==> src/rtl/video_timing_gen_if.sv <==
// Pixel-fetch request/return bus and the aligned HDMI-encoder output bundle.
// The master side is the timing generator; the slave side is the pixel source plus the HDMI stage.
interface video_timing_gen_if;
  logic        pix_req;
  logic [11:0] pix_x;
  logic [11:0] pix_y;
  logic [7:0]  pix_r;
  logic [7:0]  pix_g;
  logic [7:0]  pix_b;
  logic [7:0]  r_out;
  logic [7:0]  g_out;
  logic [7:0]  b_out;
  logic        hs_out;
  logic        vs_out;
  logic        de_out;
  logic        line_start;
  logic        frame_start;

  modport master (
    output pix_req, pix_x, pix_y,
    output r_out, g_out, b_out, hs_out, vs_out, de_out, line_start, frame_start,
    input  pix_r, pix_g, pix_b
  );

  modport slave (
    input  pix_req, pix_x, pix_y,
    input  r_out, g_out, b_out, hs_out, vs_out, de_out, line_start, frame_start,
    output pix_r, pix_g, pix_b
  );
endinterface

==> src/rtl/video_timing_gen.sv <==
// Raster timing generator: H/V counters drive pixel requests, and the fixed-latency pixel return is
// re-aligned with delayed hs/vs/de so the HDMI encoder sees one cycle-coherent word per pixel.
module video_timing_gen #(
  parameter int H_ACTIVE = 640,
  parameter int H_FP     = 16,
  parameter int H_SYNC   = 96,
  parameter int H_BP     = 48,
  parameter int V_ACTIVE = 480,
  parameter int V_FP     = 10,
  parameter int V_SYNC   = 2,
  parameter int V_BP     = 33,
  parameter bit HS_POL   = 1'b0,
  parameter bit VS_POL   = 1'b0,
  parameter int PIX_LAT  = 2
) (
  input  logic               clk_pixel,
  input  logic               rst_n,
  input  logic               enable,
  video_timing_gen_if.master vif
);

  localparam int H_TOTAL = H_ACTIVE + H_FP + H_SYNC + H_BP;
  localparam int V_TOTAL = V_ACTIVE + V_FP + V_SYNC + V_BP;
  localparam int LAST    = PIX_LAT - 1;

  localparam logic [11:0] H_ACT_C  = 12'(H_ACTIVE);
  localparam logic [11:0] H_SS_C   = 12'(H_ACTIVE + H_FP);
  localparam logic [11:0] H_SE_C   = 12'(H_ACTIVE + H_FP + H_SYNC);
  localparam logic [11:0] H_LAST_C = 12'(H_TOTAL - 1);
  localparam logic [11:0] V_ACT_C  = 12'(V_ACTIVE);
  localparam logic [11:0] V_SS_C   = 12'(V_ACTIVE + V_FP);
  localparam logic [11:0] V_SE_C   = 12'(V_ACTIVE + V_FP + V_SYNC);
  localparam logic [11:0] V_LAST_C = 12'(V_TOTAL - 1);

  function automatic logic [7:0] blank_px(input logic vld, input logic [7:0] px);
    return vld ? px : 8'd0;
  endfunction

  logic [11:0] h_cnt;
  logic [11:0] v_cnt;

  always_ff @(posedge clk_pixel or negedge rst_n) begin
    if (!rst_n) begin
      h_cnt <= '0;
      v_cnt <= '0;
    end else if (!enable) begin
      h_cnt <= '0;
      v_cnt <= '0;
    end else if (h_cnt == H_LAST_C) begin
      h_cnt <= '0;
      v_cnt <= (v_cnt == V_LAST_C) ? 12'd0 : v_cnt + 12'd1;
    end else begin
      h_cnt <= h_cnt + 12'd1;
    end
  end

  // Stage 0: decode from counters; reset also masks the request so pix_req reads 0 while held
  logic run_p0;
  logic vld_p0;
  logic hs_p0;
  logic vs_p0;
  logic first_p0;

  assign run_p0   = enable & rst_n;
  assign vld_p0   = run_p0 & (h_cnt < H_ACT_C) & (v_cnt < V_ACT_C);
  assign hs_p0    = run_p0 & (h_cnt >= H_SS_C) & (h_cnt < H_SE_C);
  assign vs_p0    = run_p0 & (v_cnt >= V_SS_C) & (v_cnt < V_SE_C);
  assign first_p0 = (v_cnt == 12'd0);

  assign vif.pix_req = vld_p0;
  assign vif.pix_x   = vld_p0 ? h_cnt : 12'd0;
  assign vif.pix_y   = vld_p0 ? v_cnt : 12'd0;

  // Stage 1: PIX_LAT-deep delay matching the pixel source latency
  logic [PIX_LAT-1:0] vld_p1;
  logic [PIX_LAT-1:0] hs_p1;
  logic [PIX_LAT-1:0] vs_p1;
  logic [PIX_LAT-1:0] first_p1;

  always_ff @(posedge clk_pixel or negedge rst_n) begin
    if (!rst_n) begin
      vld_p1   <= '0;
      hs_p1    <= '0;
      vs_p1    <= '0;
      first_p1 <= '0;
    end else begin
      vld_p1[0]   <= vld_p0;
      hs_p1[0]    <= hs_p0;
      vs_p1[0]    <= vs_p0;
      first_p1[0] <= first_p0;
      for (int i = 1; i < PIX_LAT; i++) begin
        vld_p1[i]   <= vld_p1[i-1];
        hs_p1[i]    <= hs_p1[i-1];
        vs_p1[i]    <= vs_p1[i-1];
        first_p1[i] <= first_p1[i-1];
      end
    end
  end

  // Stage 2: output register, pixel data joins its delayed timing here
  always_ff @(posedge clk_pixel or negedge rst_n) begin
    if (!rst_n) begin
      vif.de_out      <= 1'b0;
      vif.r_out       <= 8'd0;
      vif.g_out       <= 8'd0;
      vif.b_out       <= 8'd0;
      vif.hs_out      <= ~HS_POL;
      vif.vs_out      <= ~VS_POL;
      vif.line_start  <= 1'b0;
      vif.frame_start <= 1'b0;
    end else begin
      vif.de_out      <= vld_p1[LAST];
      vif.r_out       <= blank_px(vld_p1[LAST], vif.pix_r);
      vif.g_out       <= blank_px(vld_p1[LAST], vif.pix_g);
      vif.b_out       <= blank_px(vld_p1[LAST], vif.pix_b);
      vif.hs_out      <= hs_p1[LAST] ^ ~HS_POL;
      vif.vs_out      <= vs_p1[LAST] ^ ~VS_POL;
      vif.line_start  <= vld_p1[LAST] & ~vif.de_out;
      vif.frame_start <= vld_p1[LAST] & ~vif.de_out & first_p1[LAST];
    end
  end

endmodule

==> src/flat_wrapper.sv <==
// flat-port wrapper written by rule: the top's interface ports become plain ports
module video_timing_gen_flat 
#(
  parameter int H_ACTIVE = 640,
  parameter int H_FP     = 16,
  parameter int H_SYNC   = 96,
  parameter int H_BP     = 48,
  parameter int V_ACTIVE = 480,
  parameter int V_FP     = 10,
  parameter int V_SYNC   = 2,
  parameter int V_BP     = 33,
  parameter bit HS_POL   = 1'b0,
  parameter bit VS_POL   = 1'b0,
  parameter int PIX_LAT  = 2
)
  (clk_pixel, rst_n, enable, vif_pix_req, vif_pix_x, vif_pix_y, vif_r_out, vif_g_out, vif_b_out, vif_hs_out, vif_vs_out, vif_de_out, vif_line_start, vif_frame_start, vif_pix_r, vif_pix_g, vif_pix_b);
  video_timing_gen_if vif_i ();
  input  logic clk_pixel;
  input  logic rst_n;
  input  logic enable;
  output wire logic [$bits(vif_i.pix_req)-1:0] vif_pix_req;
  output wire logic [$bits(vif_i.pix_x)-1:0] vif_pix_x;
  output wire logic [$bits(vif_i.pix_y)-1:0] vif_pix_y;
  output wire logic [$bits(vif_i.r_out)-1:0] vif_r_out;
  output wire logic [$bits(vif_i.g_out)-1:0] vif_g_out;
  output wire logic [$bits(vif_i.b_out)-1:0] vif_b_out;
  output wire logic [$bits(vif_i.hs_out)-1:0] vif_hs_out;
  output wire logic [$bits(vif_i.vs_out)-1:0] vif_vs_out;
  output wire logic [$bits(vif_i.de_out)-1:0] vif_de_out;
  output wire logic [$bits(vif_i.line_start)-1:0] vif_line_start;
  output wire logic [$bits(vif_i.frame_start)-1:0] vif_frame_start;
  input wire logic [$bits(vif_i.pix_r)-1:0] vif_pix_r;
  input wire logic [$bits(vif_i.pix_g)-1:0] vif_pix_g;
  input wire logic [$bits(vif_i.pix_b)-1:0] vif_pix_b;
  assign vif_pix_req = vif_i.pix_req;
  assign vif_pix_x = vif_i.pix_x;
  assign vif_pix_y = vif_i.pix_y;
  assign vif_r_out = vif_i.r_out;
  assign vif_g_out = vif_i.g_out;
  assign vif_b_out = vif_i.b_out;
  assign vif_hs_out = vif_i.hs_out;
  assign vif_vs_out = vif_i.vs_out;
  assign vif_de_out = vif_i.de_out;
  assign vif_line_start = vif_i.line_start;
  assign vif_frame_start = vif_i.frame_start;
  assign vif_i.pix_r = vif_pix_r;
  assign vif_i.pix_g = vif_pix_g;
  assign vif_i.pix_b = vif_pix_b;
  video_timing_gen #(.H_ACTIVE(H_ACTIVE), .H_FP(H_FP), .H_SYNC(H_SYNC), .H_BP(H_BP), .V_ACTIVE(V_ACTIVE), .V_FP(V_FP), .V_SYNC(V_SYNC), .V_BP(V_BP), .HS_POL(HS_POL), .VS_POL(VS_POL), .PIX_LAT(PIX_LAT)) u_core (.clk_pixel(clk_pixel), .rst_n(rst_n), .enable(enable), .vif(vif_i));
endmodule
==> config.mk <==
export PLATFORM = sky130hd
export DESIGN_NAME = video_timing_gen_flat
export DESIGN_NICKNAME = d
export VERILOG_FILES = /design/src/rtl/video_timing_gen_if.sv /design/src/rtl/video_timing_gen.sv /design/src/flat_wrapper.sv
export SDC_FILE = /design/constraint.sdc
export NUM_CORES = 1
export LEC_CHECK = 0
export CORE_MARGIN = 4
export CORE_UTILIZATION = 25
export DETAILED_ROUTE_END_ITERATION = 8
export GPL_ROUTABILITY_DRIVEN = 0
export HOLD_SLACK_MARGIN = 0.03
export PLACE_DENSITY_LB_ADDON = 0.05
export SYNTH_ARGS = -nofsm -noshare
export SYNTH_HDL_FRONTEND = slang
export SYNTH_SLANG_ARGS = --single-unit
==> constraint.sdc <==
create_clock -name clk_pixel -period 4 [get_ports clk_pixel]
set_input_delay 1 -clock clk_pixel [delete_from_list [all_inputs] [get_ports clk_pixel]]
set_output_delay 1 -clock clk_pixel [all_outputs]
set_load 0.05 [all_outputs]
==> flow_summary.ini, run 1 <==
[worst_setup_path]
critical_path.startpoint_type = primary input
cp-end-kind = primary output
worstRegToRegCells = 5
critical_path_class = primary input to primary output
critPathRequiredTime_ns = 3.00
r2r-end = u_core.v_cnt[7]$_DFFE_PN0P_
cp.arrival_ns = 2.75
r2r-start = u_core.h_cnt[0]$_DFF_PN0_
crit_fanout = 7
rrSetupSlack_ns = 1.88

[synth]
yosys_most_used_dff = dfrtp_1
synthCells = 249
ys_ff_latch = 61
yosysMostFrequentCell = dfrtp_1
synth.top_cell.area_share = 0.536
synth-seq-area-share = 0.555
synth_area_um2 = 2760
yosys_warnings = 0
asyncSetResetFlopFracSynth = 1.00
synth_top_cell_by_area = dfrtp_1
syn_avg_cell_area_um2 = 11.1
synth_edf_count = 0
synth_area_leaders = dfrtp_1 (54%), and2_1 (9.8%), xnor2_1 (2.5%)
synth_cell_types = 43
synth_common_cells = dfrtp_1 (59), and2_1 (43), nor2_1 (16), inv_1 (12), nand2_1 (10)

[flow_run]
drv_cap = 0

[cells_and_area]
area_delta_synth_final_pct = 48.1
antennaDiodeCount = 0
nFillCells = 1102
drive_gt1_frac = 0.175
final_core_util = 0.378
layout.nets = 363
fin_cells = 477
register_area_um2 = 1530
final_cell_area_um2 = 4080
multi_input_area_um2 = 1100

[global_routing]
first_global_vias = 2105
antenna_found_initial = 1
grt-ovfl-total = 0
grt_max_degree = 62
track_usage = 0.121
grt_pass1_wl_um = 11800

[cts]
clock_sinks = 61
cts_buffers = 9
path_clk_slew_ns = 0.07
root_buffer = clkbuf_8
cts_buffer_depth = 2
clk_latency_ns = 0.35
cts_tree = yes
cts_post_setup_buffers_inserted = 0
htree_levels = 3

[timing]
slew_headroom = 0.383
final_hold_viol_count = 0
period_share = 0.937
layout_min_cycle_time_ns = 3.75
whs_ns = 0.350
grt_setup_unrepaired = false
worst_pin_slew_ns = 0.913
fin_tns_setup_ns = 0
setup_ws_ns = 0.252
clock.fmax_mhz = 267
setup_viol = 0
finalMaxSlewViolations = 0
worst_clock_skew_ns = 0.00814

[route]
ant_nets = 0
dr_total_vias = 2076
routedWlPerCell_um = 15.5
drc = 0
via_per_inst = 4.35
drtIter0Drc = 59
drt-pass1-iter-count = 4
routed_wl_um = 7410

[hold_path]
min_to = u_core.vif.hs_out$_DFF_PN1_
hp-start = u_core.hs_p1[1]$_DFF_PN0_
holdPathStages = 1
worstHoldPathType = flip-flop to flip-flop

[power_and_ir_drop]
peakVddDrop_mv = 0.184
pwr_density_cell_nw_per_um2 = 333
power_mw = 1.36
leakage_nw = 1.71

[floorplanning]
dieArea_um2 = 12800
core-area_um2 = 10800
die_w_um = 113
io_pins = 81
fp-row-count = 38
die_y_um = 113
start_util = 0.255

[placement]
place_ws_ns = 0.121
port_buffers = 75
dpl_cell_area_um2 = 3880
dp_cells = 461
dp_hpwl_um = 5150

[status]
status = finished clean
## kinds of logic (layout without fill, tap and decap cells)
logic type                 Yosys count  count (layout)  share of synthesized area
other                                1               5                    0.00136
muxes                                4               4                     0.0145
DFF                                 61              61                      0.555
xor gates and xnor gates            10              10                     0.0318
AOI/OAI and AO/OA                   21              21                     0.0590
and+or+nand+nor                    118             118                      0.266
adders and majority gates            4               4                     0.0182
buffers and inverters               30             114                     0.0540
## what timing repair did
| action | in CTS | in global routing |
|---|---|---|
| setup endpoints to repair | 0 | 1 |
| hold buffers | 0 | 0 |
| resized for setup | 0 | 1 |
| endpoints found under the hold margin | 0 | 0 |
## layer usage
metal / vias to the layer above / global-route usage / routed length [µm]
met2: 61 / 0.184 / 3410
met5: - / 0 / 20
met1: 998 / 0.160 / 3370
li1: 1005 / - / -
met3: 10 / 0.0337 / 532
met4: 2 / 0.0529 / 70
## critical path, cell delays in order
cell and delay [ns]:
clkdlybuf4s50_1 0.51, and2_1 0.19, nand4bb_1 0.18, buf_4 0.23, nor4_1 0.33, buf_4 0.18, buf_12 0.12
## cells in the final DEF (no fill, tap or decap), types with 4 or more instances in the layout
cell type / n
buf_12: 20
nand4_1: 6
ha_1: 4
nor4_1: 7
inv_1: 12
buf_4: 11
clkdlybuf4s50_1: 54
dfrtp_1: 59
and4_1: 5
xnor2_1: 8
and2_1: 43
nand2_1: 10
conb_1: 5
mux2i_1: 4
nand3_1: 9
nor2_1: 16
o31ai_1: 4
clkbuf_8: 9
## report_power, final
group | total, mW | switching (mW) | leakage (nW) | internal [mW]
Sequential | 0.640 | 0.00907 | 0.815 | 0.631
Clock | 0.563 | 0.271 | 0.0931 | 0.292
Combinational | 0.156 | 0.0960 | 0.802 | 0.0602
Total | 1.36 | 0.376 | 1.71 | 0.983
## sequential cells by signal (all words and copies together), names as in the netlist
| name | flops |
|---|---|
| u_core.h_cnt | 12 |
| u_core.hs_p1 | 2 |
| u_core.vif.line_start | 1 |
| u_core.vif.b_out | 8 |
| u_core.vif.g_out | 8 |
| u_core.vs_p1 | 2 |
| u_core.vif.hs_out | 1 |
| u_core.vld_p1 | 2 |
| u_core.vif.r_out | 8 |
| u_core.vif.vs_out | 1 |
| u_core.vif.frame_start | 1 |
| u_core.first_p1 | 2 |
| u_core.vif.de_out | 1 |
| u_core.v_cnt | 12 |
## cell type report
cell class | instances | area share
sequential | 61 | 0.375
tap | 140 | 0.0429
timing repair buffer | 86 | 0.252
clock inverter | 6 | 0.0175
inverter | 12 | 0.0110
multi-input combinational | 162 | 0.271
clock buffer | 10 | 0.0313
## worst max path at each step
| stage | start | to | cells past startpoint |
|---|---|---|---|
| after floorplan | rst_n | vif_pix_x[0] | 4 |
| after global placement | enable | vif_pix_y[0] | 7 |
| after detailed placement | enable | vif_pix_y[0] | 7 |
| after CTS | enable | vif_pix_y[0] | 7 |
| after global routing | enable | vif_pix_x[1] | 7 |
| final | enable | vif_pix_y[1] | 7 |
Note: power is estimated with default switching activity, not from simulation.
==> run 2, diff against run 1 <==
--- a/config.mk
+++ b/config.mk
@@ -9,7 +9,6 @@
 export CORE_UTILIZATION = 25
 export DETAILED_ROUTE_END_ITERATION = 8
 export GPL_ROUTABILITY_DRIVEN = 0
-export HOLD_SLACK_MARGIN = 0.03
 export PLACE_DENSITY_LB_ADDON = 0.05
 export SYNTH_ARGS = -nofsm -noshare
 export SYNTH_HDL_FRONTEND = slang
==> results of run 2 <==
No change in the layout: final DEF, timing and power equal those of run 1.
